==> src/rtl/multiplicador_pkg.sv <==
// Shared definitions for the multiplicador block: FSM state encoding,
// operand/product widths and the step count of the shift-and-add build
// (selected with the MULT_SHIFTADD_EN macro in multiplicador.sv).
package multiplicador_pkg;

    localparam int OPERAND_W      = 4;
    localparam int PRODUCT_W      = 8;
    localparam int SHIFTADD_STEPS = 4;
    localparam int CNT_W          = 3;

    typedef enum logic [1:0] {
        IDLE  = 2'd0,
        CHECK = 2'd1,
        ADD   = 2'd2,
        DONE  = 2'd3
    } state_t;

    // Zero-extend an operand to the product width.
    function automatic logic [PRODUCT_W-1:0] widen(input logic [OPERAND_W-1:0] x);
        return {{(PRODUCT_W-OPERAND_W){1'b0}}, x};
    endfunction

endpackage

==> src/rtl/multiplicador_if.sv <==
// Request/result bundle of the multiplicador.
//
// Handshake: init is a start request that the block takes only while its FSM
// is in IDLE (the "ready" condition); on the accepting edge SW is captured and
// done is cleared. done is a level, not a pulse: it rises when resultado holds
// the finished product and stays high until the next accepted init. init seen
// outside IDLE is ignored. state is a read-only debug view of the FSM.
interface multiplicador_if;
    import multiplicador_pkg::*;

    logic                     init;
    logic [2*OPERAND_W-1:0]   SW;
    logic [PRODUCT_W-1:0]     resultado;
    logic                     done;
    state_t                   state;

    modport master (output init, output SW,
                    input  resultado, input done, input state);

    modport slave  (input  init, input SW,
                    output resultado, output done, output state);

endinterface

==> src/rtl/multiplicador.sv <==
// 4x4 unsigned sequential multiplier.
// Default build: repeated addition of A, B times (latency 2*B+2).
// With MULT_SHIFTADD_EN defined: four shift-and-add steps (fixed latency 10).
// Interface, reset and handshake behaviour are the same in both builds.
module multiplicador
    import multiplicador_pkg::*;
(
    input  logic            clk,
    input  logic            rst,
    multiplicador_if.slave  bus
);

    state_t                 state_q, state_n;
    logic [OPERAND_W-1:0]   a_q, a_n;
    logic [OPERAND_W-1:0]   b_q, b_n;
    logic [CNT_W-1:0]       cnt_q, cnt_n;
    logic [PRODUCT_W-1:0]   res_q, res_n;
    logic                   done_q, done_n;

    // Next-state and datapath updates; everything holds unless a state acts.
    always_comb begin
        state_n = state_q;
        a_n     = a_q;
        b_n     = b_q;
        cnt_n   = cnt_q;
        res_n   = res_q;
        done_n  = done_q;
        case (state_q)
            IDLE: begin
                if (bus.init) begin
                    a_n     = bus.SW[2*OPERAND_W-1:OPERAND_W];
                    b_n     = bus.SW[OPERAND_W-1:0];
                    cnt_n   = '0;
                    res_n   = '0;
                    done_n  = 1'b0;
                    state_n = CHECK;
                end
            end
            CHECK: begin
`ifdef MULT_SHIFTADD_EN
                if (cnt_q == CNT_W'(SHIFTADD_STEPS)) state_n = DONE;
                else                                 state_n = ADD;
`else
                if (b_q == '0) state_n = DONE;
                else           state_n = ADD;
`endif
            end
            ADD: begin
`ifdef MULT_SHIFTADD_EN
                // b is shifted right each step, so b[0] is multiplier bit cnt.
                if (b_q[0]) res_n = res_q + (widen(a_q) << cnt_q);
                b_n   = b_q >> 1;
                cnt_n = cnt_q + CNT_W'(1);
`else
                res_n = res_q + widen(a_q);
                b_n   = b_q - OPERAND_W'(1);
`endif
                state_n = CHECK;
            end
            DONE: begin
                done_n  = 1'b1;
                state_n = IDLE;
            end
            default: begin
                state_n = IDLE;
            end
        endcase
    end

    // State and datapath registers; reset has priority over everything.
    always_ff @(posedge clk) begin
        if (rst) begin
            state_q <= IDLE;
            a_q     <= '0;
            b_q     <= '0;
            cnt_q   <= '0;
            res_q   <= '0;
            done_q  <= 1'b0;
        end else begin
            state_q <= state_n;
            a_q     <= a_n;
            b_q     <= b_n;
            cnt_q   <= cnt_n;
            res_q   <= res_n;
            done_q  <= done_n;
        end
    end

    assign bus.resultado = res_q;
    assign bus.done      = done_q;
    assign bus.state     = state_q;

endmodule
==> src/flat_wrapper.sv <==
// flat-port wrapper written by rule: the top's interface ports become plain ports
module multiplicador_flat import multiplicador_pkg::*;
  (clk, rst, bus_init, bus_SW, bus_resultado, bus_done, bus_state);
  multiplicador_if bus_i ();
  input  logic clk;
  input  logic rst;
  input wire logic [$bits(bus_i.init)-1:0] bus_init;
  input wire logic [$bits(bus_i.SW)-1:0] bus_SW;
  output wire logic [$bits(bus_i.resultado)-1:0] bus_resultado;
  output wire logic [$bits(bus_i.done)-1:0] bus_done;
  output wire logic [$bits(bus_i.state)-1:0] bus_state;
  assign bus_i.init = bus_init;
  assign bus_i.SW = bus_SW;
  assign bus_resultado = bus_i.resultado;
  assign bus_done = bus_i.done;
  assign bus_state = bus_i.state;
  multiplicador u_core (.clk(clk), .rst(rst), .bus(bus_i));
endmodule
==> config.mk <==
export PLATFORM = sky130hd
export DESIGN_NAME = multiplicador_flat
export DESIGN_NICKNAME = d
export VERILOG_FILES = /design/src/rtl/multiplicador_pkg.sv /design/src/rtl/multiplicador_if.sv /design/src/rtl/multiplicador.sv /design/src/flat_wrapper.sv
export SDC_FILE = /design/constraint.sdc
export NUM_CORES = 1
export LEC_CHECK = 0
export ABC_AREA = 1
export CAP_MARGIN = 30
export CORE_MARGIN = 2
export CORE_UTILIZATION = 49
export CTS_CLUSTER_DIAMETER = 40
export CTS_CLUSTER_SIZE = 30
export DETAILED_ROUTE_END_ITERATION = 16
export PLACE_DENSITY = 0.78
export SKIP_CTS_REPAIR_TIMING = 1
export SYNTH_ARGS = -nofsm -noshare
export SYNTH_HDL_FRONTEND = slang
export SYNTH_SLANG_ARGS = --single-unit
export TNS_END_PERCENT = 50
==> constraint.sdc <==
create_clock -name clk -period 1.8 [get_ports clk]
set_clock_uncertainty 0.1 [all_clocks]
set_input_delay 0.36 -clock clk [delete_from_list [all_inputs] [get_ports clk]]
set_output_delay 0.36 -clock clk [all_outputs]
set_load 0.01 [all_outputs]
==> impl_metrics.ini, run 1 <==
[global_routing]
grt_pass1_vias = 968
antenna_found_initial = 0
grt_pass1_wl_um = 4000
track_usage_pct = 20.3
grt_overflow_total = 0
grt_max_degree = 13

[clock_tree]
cts_buffers = 3
cts.sinks = 19
clock-root-buffer = clkbuf_4
htreeDepth = 1
clock_latency_ns = 0.29
cts_tree = built
clockBufferDepth = 2
cts.clk_slew.worst_paths_ns = 0.11

[layout]
drive_above_1_share_pct = 6.86
final_util_pct = 65.7
antenna_cells = 0
layout.nets = 193
synthToLayoutAreaGrowth_pct = 26.7
final_cell_area_sq_um = 1290

[placement]
dp_hpwl_um = 1750
port_buffers = 21
gp_congestion = 0.754
placed_area_sq_um = 1260

[logic_synthesis]
yosys.area.top_type_share_pct = 37.4
ys_seq_area_share_pct = 37.4
yosys.area.top_type = dfxtp_1
syn_nets = 167
muxShareOfSynthArea_pct = 0
synth_compound_area_share_pct = 14.3
ys_seq_elements = 19
synth_top_family_by_area = simple AND/OR/NAND/NOR gates
synth_fa_ha_area_share_pct = 8.12
syn_avg_cell_area_sq_um = 6.78
syn_inst = 150
yosys.area_share.simple_pct = 31.0
netlist_area_sq_um = 1020
synth_area_leaders = dfxtp_1, nand2_1, inv_1
yosys.area_share.xor_xnor_pct = 0
ys_types = 21
yosys_warnings = 0

[sta]
finalHoldViolations = 0
min_period_ns = 1.73
fin_crit_sh_pct = 96.3
setup_viol = 0
relSlewSlack_pct = 69.2
holdWs_ns = 0.371
tightestPinTransition_ns = 0.462
slew_viol_final = 0
fin_tns_setup_ns = 0
rsz0062_at_grt = no
max_clock_freq_mhz = 577

[worst_setup_path]
path_depth = 1
critPathSlowestCell = clkdlybuf4s50_1
critPathTopFamily = buffers and inverters
required_ns = 1.34
startpoint_type = flip-flop
critPathArrivalTime_ns = 1.27
cp_max_fo = 7
slowest_delay_ns = 0.56
path_cells = clkdlybuf4s50_1
cp-end-kind = output pin
ff2ff_path_depth = 7
crit_type = reg2out
crit_buf_inv = 1

[worst_hold_path]
holdPathStages = 2
hold_path_class = reg2reg

[floorplanning]
die_area_sq_um = 2460
rows = 16
io_pins = 22
core_area_sq_um = 1960
start_util_pct = 51.8
die_h_um = 49.6
die_w_um = 49.6

[status]
status = complete, no violations

[drt]
drc = 0
routed_wire_length_per_instance_um = 11.2
ant_nets = 0
first_iter_violations = 30
postRouteWirelength_um = 2250
vias = 1005
vias_per_cell = 4.98
dr.pass1.iters = 4

[power]
peakVddDrop_uv = 528
power_w = 0.000866
p_leak_nw = 0.570
power_density_nw_per_um2 = 672

[job]
max_cap_violations = 0
-- per-layer routing --
metal	GRT usage [%]	vias to the layer above	part of all wire [%]
li1	-	530	-
met1	25.7	450	46
met2	36.7	23	50
met3	2.73	2	3.5
met4	4.17	0	0.31
met5	0	-	0
-- cell type report --
type,count,area [sq um]
Tap cell,27,33.8
Timing Repair Buffer,23,225
Clock buffer,4,26.3
Sequential cell,19,382
Multi-Input combinational cell,108,543
Fill cell,189,673
Inverter,21,78.8
-- report_power, final --
group,internal (W),switching (W),total [W]
registers,0.000448,0.0000223,0.000470
logic,0.0000801,0.000107,0.000187
clock network,0.0000860,0.000123,0.000209
-- final timing paths --
check                           from                       to  slack (ns)
max              u_core.bus.state[1]             bus_state[1]        0.07
min reg2reg          u_core.bus.done          u_core.bus.done        0.37
max reg2reg  u_core.bus.resultado[0]  u_core.bus.resultado[4]        0.15
min                  u_core.bus.done          u_core.bus.done        0.37
-- kinds of logic (layout without fill, tap and decap cells) --
| family | Yosys count | count (layout) |
|---|---|---|
| adder cells (fa/ha/maj) | 6 | 6 |
| buffers and inverters | 23 | 48 |
| flip-flops | 19 | 19 |
| AND/OR/NAND/NOR | 77 | 77 |
| AO/OA/AOI/OAI | 25 | 25 |
-- state kept, by name, summed over array words and instances, names as in the netlist --
register              flops
u_core.bus.resultado      8
u_core.bus.done           1
u_core.a_q                4
u_core.b_q                4
u_core.bus.state          2
-- per-stage QoR --
step,setup slack [ns],instances
5_1_grt,0.00992,202
4_1_cts,-0.0406,202
6_report,0.0673,202
2_1_floorplan,0.292,150
3_5_place_dp,0.109,198
3_3_place_gp,0.191,198
-- synth_stat cells (all sizes together) --
| library cell | instances |
|---|---|
| ha | 5 |
| o21ai | 7 |
| a211oi | 1 |
| nor2 | 17 |
| clkbuf | 1 |
| nand3 | 10 |
| nand2 | 47 |
| a31oi | 3 |
| inv | 21 |
| buf | 1 |
| fa | 1 |
| nand4 | 2 |
| dfxtp | 19 |
| nor3 | 1 |
| o211ai | 2 |
| a21boi | 2 |
| a21oi | 10 |
-- cells in the final DEF (no fill, tap or decap) --
master,netlist,final
nand2_1,45,45
clkdlybuf4s50_1,0,21
inv_1,19,19
dfxtp_1,19,18
nor2_1,16,16
a21oi_1,10,10
nand3_1,10,10
o21ai_0,6,6
ha_1,5,5
a31oi_1,3,3
clkbuf_4,0,3
nand2_2,2,2
inv_2,2,2
nand4_1,2,2
a21boi_0,2,2
o211ai_1,2,2
buf_4,0,2
nor2_2,1,1
a211oi_1,1,1
o21ai_2,1,1
nor3_1,1,1
fa_1,1,1
clkbuf_1,1,1
dfxtp_2,0,1
(Power assumes the default switching activity.)
==> run 2: changes to the inputs <==
--- a/config.mk
+++ b/config.mk
@@ -6,13 +6,13 @@
 export NUM_CORES = 1
 export LEC_CHECK = 0
 export ABC_AREA = 1
-export CAP_MARGIN = 30
 export CORE_MARGIN = 2
 export CORE_UTILIZATION = 49
 export CTS_CLUSTER_DIAMETER = 40
 export CTS_CLUSTER_SIZE = 30
 export DETAILED_ROUTE_END_ITERATION = 16
 export PLACE_DENSITY = 0.78
+export RECOVER_POWER = 25
 export SKIP_CTS_REPAIR_TIMING = 1
 export SYNTH_ARGS = -nofsm -noshare
 export SYNTH_HDL_FRONTEND = slang
==> run 2 against run 1 <==
Flip-flop and latch count is the same. Combinational power is essentially flat. Worst setup slack gained 0.0069 ns. Final area shrank 0.58%. Critical path depth is the same. Register-to-register slack is essentially flat. Cell count is the same. Critical path type unchanged.
==> impl_metrics.ini, run 2 (synthesis results as in run 1) <==
[floorplanning]
die_w_um = 49.6
core_area_sq_um = 1960
start_util_pct = 51.8
io_pins = 22
die_area_sq_um = 2460
die_h_um = 49.6
rows = 16

[clock_tree]
cts.sinks = 19
cts.clk_slew.worst_paths_ns = 0.11
clockBufferDepth = 2
clock_latency_ns = 0.29
cts_buffers = 3
cts_tree = built
htreeDepth = 1
clock-root-buffer = clkbuf_4

[layout]
nFillCells = 193
synthToLayoutAreaGrowth_pct = 26.0
finalNonFillerCells = 202
antenna_cells = 0
layout_common_cells = nand2_1, clkdlybuf4s50_1, inv_1
final_common_cell = nand2_1
layout.nets = 193
largest_register_ffs = 8
drive_above_1_share_pct = 5.71

[sta]
relSlewSlack_pct = 48.4
min_period_ns = 1.73
slew_viol_final = 0
fin_tns_setup_ns = 0
setup_viol = 0
tightestPinTransition_ns = 0.769
rsz0062_at_grt = no
max_clock_freq_mhz = 579
fin_crit_sh_pct = 95.9
finalHoldViolations = 0

[drt]
ant_nets = 0
postRouteWirelength_um = 2260
drc = 0
first_iter_violations = 28
vias_per_cell = 4.97
vias = 1003
routed_wire_length_per_instance_um = 11.2
dr.pass1.iters = 4

[placement]
place.detailed.instances = 198
dp_hpwl_um = 1750
port_buffers = 21
gp_congestion = 0.754

[worst_setup_path]
crit_type = reg2out
crit_buf_inv = 1
critPathArrivalTime_ns = 1.27
startpoint_type = flip-flop
path_cells = clkdlybuf4s50_1
required_ns = 1.34
cp-end-kind = output pin
critPathTopFamily = buffers and inverters
critPathSlowestCell = clkdlybuf4s50_1
slowest_delay_ns = 0.57
cp_max_fo = 5

[power]
power_switching_w = 0.000252
peakVddDrop_uv = 526
power_frac_comb_pct = 21.3
power_density_nw_per_um2 = 675
p_int_w = 0.000612
pwr-share-clk_pct = 24.3
swShare_pct = 29.2
power_w = 0.000864
p_leak_nw = 0.565
pwr-share-seq_pct = 54.4

[global_routing]
track_usage_pct = 20.3
antenna_found_initial = 0
grt_pass1_wl_um = 4000
grt_overflow_total = 0
grt_pass1_vias = 968
grt_max_degree = 13

[job]
max_cap_violations = 0

[worst_hold_path]
hold_path_class = reg2reg

[status]
status = complete, no violations
-- run 2: cell types whose count changed in the layout (fill, tap and decap cells not counted), sizes merged --
| cell | previous run | this run |
|---|---|---|
| buf | 2 | 1 |
| clkbuf | 4 | 5 |
| clkdlybuf4s50 | 21 | 20 |
| dlygate4sd3 | 0 | 1 |
-- run 2: power by group through the flow --
stage          clock, W  combinational [W]  sequential (W)
6_report       0.000210           0.000184        0.000470
5_1_grt        0.000236           0.000213        0.000474
4_1_cts        0.000216           0.000189        0.000469
3_5_place_dp          0           0.000188        0.000479
3_3_place_gp          0           0.000180        0.000478
2_1_floorplan         0           0.000118        0.000479
-- run 2: cell type report --
class	instances	area [sq um]	area share, %
Multi-Input combinational cell	108	539	42.1
Timing Repair Buffer	23	221	17.3
Inverter	21	78.8	6.15
Sequential cell	19	382	29.8
Tap cell	27	33.8	2.64
Clock buffer	4	26.3	2.05
-- run 2: routing by layer --
metal / share of wire, % / GRT usage (%) / vias up
li1: - / - / 531
met1: 47 / 25.7 / 449
met2: 50 / 36.7 / 21
met3: 3.0 / 2.73 / 2
met4: 0.31 / 4.17 / 0
met5: 0 / 0 / -
-- run 2: path summary, 6_finish.rpt --
path	from	end	slack, ns	cells past startpoint
worst max-delay path	u_core.bus.resultado[5]	bus_resultado[5]	0.07	1
worst max register to register	u_core.bus.resultado[0]	u_core.bus.resultado[4]	0.15	7
worst min register to register	u_core.bus.done	u_core.bus.done	0.37	2
worst min-delay path	u_core.bus.done	u_core.bus.done	0.37	2
-- run 2: metrics by stage --
stage	area [sq um]	hold WS [ns]	setup WS, ns	utilization, %
2_1_floorplan	1020	0.338	0.292	-
3_3_place_gp	1260	0.353	0.191	64.3
3_5_place_dp	1260	0.360	0.109	64.3
4_1_cts	1290	0.376	-0.0406	65.6
5_1_grt	1280	0.403	0.00992	65.3
6_report	1280	0.371	0.0742	65.3
==> run 3: changes to the inputs <==
--- a/config.mk
+++ b/config.mk
@@ -5,16 +5,16 @@
 export SDC_FILE = /design/constraint.sdc
 export NUM_CORES = 1
 export LEC_CHECK = 0
-export ABC_AREA = 1
+export CORE_ASPECT_RATIO = 1.4
 export CORE_MARGIN = 2
-export CORE_UTILIZATION = 49
+export CORE_UTILIZATION = 48
 export CTS_CLUSTER_DIAMETER = 40
 export CTS_CLUSTER_SIZE = 30
 export DETAILED_ROUTE_END_ITERATION = 16
-export PLACE_DENSITY = 0.78
+export PLACE_DENSITY = 0.77
 export RECOVER_POWER = 25
 export SKIP_CTS_REPAIR_TIMING = 1
 export SYNTH_ARGS = -nofsm -noshare
 export SYNTH_HDL_FRONTEND = slang
 export SYNTH_SLANG_ARGS = --single-unit
-export TNS_END_PERCENT = 50
+export TNS_END_PERCENT = 30
==> run 3 against run 2 <==
First-iteration DRC count is 29% lower. Register-to-register slack worse by 0.05 ns. Non-clock buffer count is 7 higher. Critical path depth stayed put. Total power is 0.93% lower. Global-route usage is 0.28 points higher. Flip-flop and latch count stayed put. Final area is 2.6% higher. Sequential share of layout area hardly changed. Clock-buffer cell count stayed put. Clock power is 3% higher. Area after synthesis is 5.2% lower. Critical path type unchanged.
==> impl_metrics.ini, run 3 <==
[logic_synthesis]
ys_async_sr_fraction_pct = 0
netlist_area_sq_um = 965
yosys_most_used_dff = dfxtp_1
synth_top_cells_by_count = dfxtp_1, nand2_1, a21oi_1
synth_top_family_by_area = simple AND/OR/NAND/NOR gates
synth_compound_area_share_pct = 19.8
synth_area_leaders = dfxtp_1, a21oi_1, ha_1
synth_edf_count = 0
yosys.area_share.xor_xnor_pct = 0.908
ys_seq_area_share_pct = 39.4
muxShareOfSynthArea_pct = 1.04
yosys.area.top_type_share_pct = 39.4
yosys.area_share.simple_pct = 26.8
syn_nets = 130
synth.most_common_cell = dfxtp_1
synth_fa_ha_area_share_pct = 8.56
yosys.area.top_type = dfxtp_1
ys_types = 37
syn_avg_cell_area_sq_um = 8.54
syn_inst = 113
yosys_warnings = 0
ys_seq_elements = 19

[clock_tree]
cts.sinks = 19
clock_latency_ns = 0.29
clockBufferDepth = 2
cts.clk_slew.worst_paths_ns = 0.10
cts_buffers = 3
cts_tree = built
htreeDepth = 1
clock-root-buffer = clkbuf_4

[floorplanning]
start_util_pct = 50.1
io_pins = 22
die_h_um = 57.0
core_area_sq_um = 1930
rows = 19
die_area_sq_um = 2390
die_w_um = 41.9

[layout]
largest_register_ffs = 8
layout_common_cells = clkdlybuf4s50_1, nand2_1, a21oi_1
synthToLayoutAreaGrowth_pct = 36.3
antenna_cells = 0
layout.nets = 161
final_common_cell = clkdlybuf4s50_1
drive_above_1_share_pct = 16.8

[placement]
dp_hpwl_um = 1690
gp_congestion = 0.791
pre_cts_slack_ns = 0.0132
port_buffers = 21

[worst_setup_path]
critPathSlowestCell = clkdlybuf4s50_1
crit_buf_inv = 1
r2r-start = u_core.bus.resultado[0]
slowest_delay_ns = 0.57
critPathTopFamily = buffers and inverters
cp-startpoint = u_core.bus.resultado[2]
worst-r2r-setup-slack_ns = 0.10
cp_max_fo = 3
cp-end-kind = output pin
critPathArrivalTime_ns = 1.30
startpoint_type = flip-flop
required_ns = 1.34
path_cells = clkdlybuf4s50_1
crit_type = reg2out

[global_routing]
grt-busiest-layer = met2
gr-usage-met1_pct = 24.7
gr-usage-met2_pct = 36.2
grt_pass1_wl_um = 3880
grt_use_met3_pct = 2.53
grt_overflow_total = 0
antenna_found_initial = 0
track_usage_pct = 20.6
grt_max_degree = 11
grt_pass1_vias = 883

[power]
p_leak_nw = 0.519
power_density_nw_per_um2 = 651
peakVddDrop_uv = 601

[sta]
setup_slack_ns = 0.0401
setup_viol = 0
finalHoldViolations = 0
min_period_ns = 1.76
tightestPinTransition_ns = 0.334
fin_tns_setup_ns = 0
slew_viol_final = 0
relSlewSlack_pct = 77.4
max_clock_freq_mhz = 568
rsz0062_at_grt = yes
fin_crit_sh_pct = 97.8

[drt]
postRouteWirelength_um = 2300
ant_nets = 0
vias = 923
first_iter_violations = 20
vias_per_cell = 5.63
routed_wire_length_per_instance_um = 14.0
drc = 0
dr.pass1.iters = 4

[status]
status = complete, no violations

[job]
max_cap_violations = 0

[worst_hold_path]
min-delay-start = u_core.a_q[3]
hold_path_class = reg2reg
-- run 3: routing by layer --
layer	vias up	routed length [um]	share of wire, %
met1	419	1020	44
li1	466	-	-
met4	0	63	2.7
met5	-	0	0
met3	8	102	4.4
met2	30	1120	49
-- run 3: layout make-up --
class / count / area [sq um]
clock buffer: 4 / 26.3
inverter: 4 / 15.0
tap: 21 / 26.3
timing repair buffer: 30 / 267
fill: 160 / 611
multi-input combinational: 86 / 589
sequential: 19 / 392
-- run 3: cell families (layout without fill, tap and decap cells) --
family                   Yosys count  in the layout
AND/OR/NAND/NOR                   48             48
AO/OA/AOI/OAI                     30             30
flip-flops                        19             19
buffers and inverters              8             38
adder cells (fa/ha/maj)            6              6
XOR/XNOR                           1              1
multiplexers                       1              1
-- run 3: worst paths after layout --
path,endpoint,depth (start not counted)
worst max-delay path,bus_resultado[2],1
worst min-delay path,u_core.a_q[3],2
worst max register to register,u_core.bus.resultado[6],6
worst min register to register,u_core.a_q[3],2
-- run 3: through the flow --
step / total power [W] / cell area (sq um) / util [%] / hold WS [ns] / cells
detailed placement: 0.000648 / 1240 / 64.6 / 0.354 / 159
global placement: 0.000643 / 1240 / 64.6 / 0.349 / 159
global route: 0.000893 / 1320 / 68.3 / 0.408 / 164
floorplan: 0.000569 / 965 / - / 0.340 / 113
CTS: 0.000859 / 1270 / 66.0 / 0.369 / 163
finish: 0.000856 / 1320 / 68.3 / 0.371 / 164
-- run 3: report_power, final --
group	switching, W	internal (W)
logic	0.0000812	0.0000919
clock network	0.000131	0.0000863
registers	0.0000247	0.000441
total	0.000237	0.000620
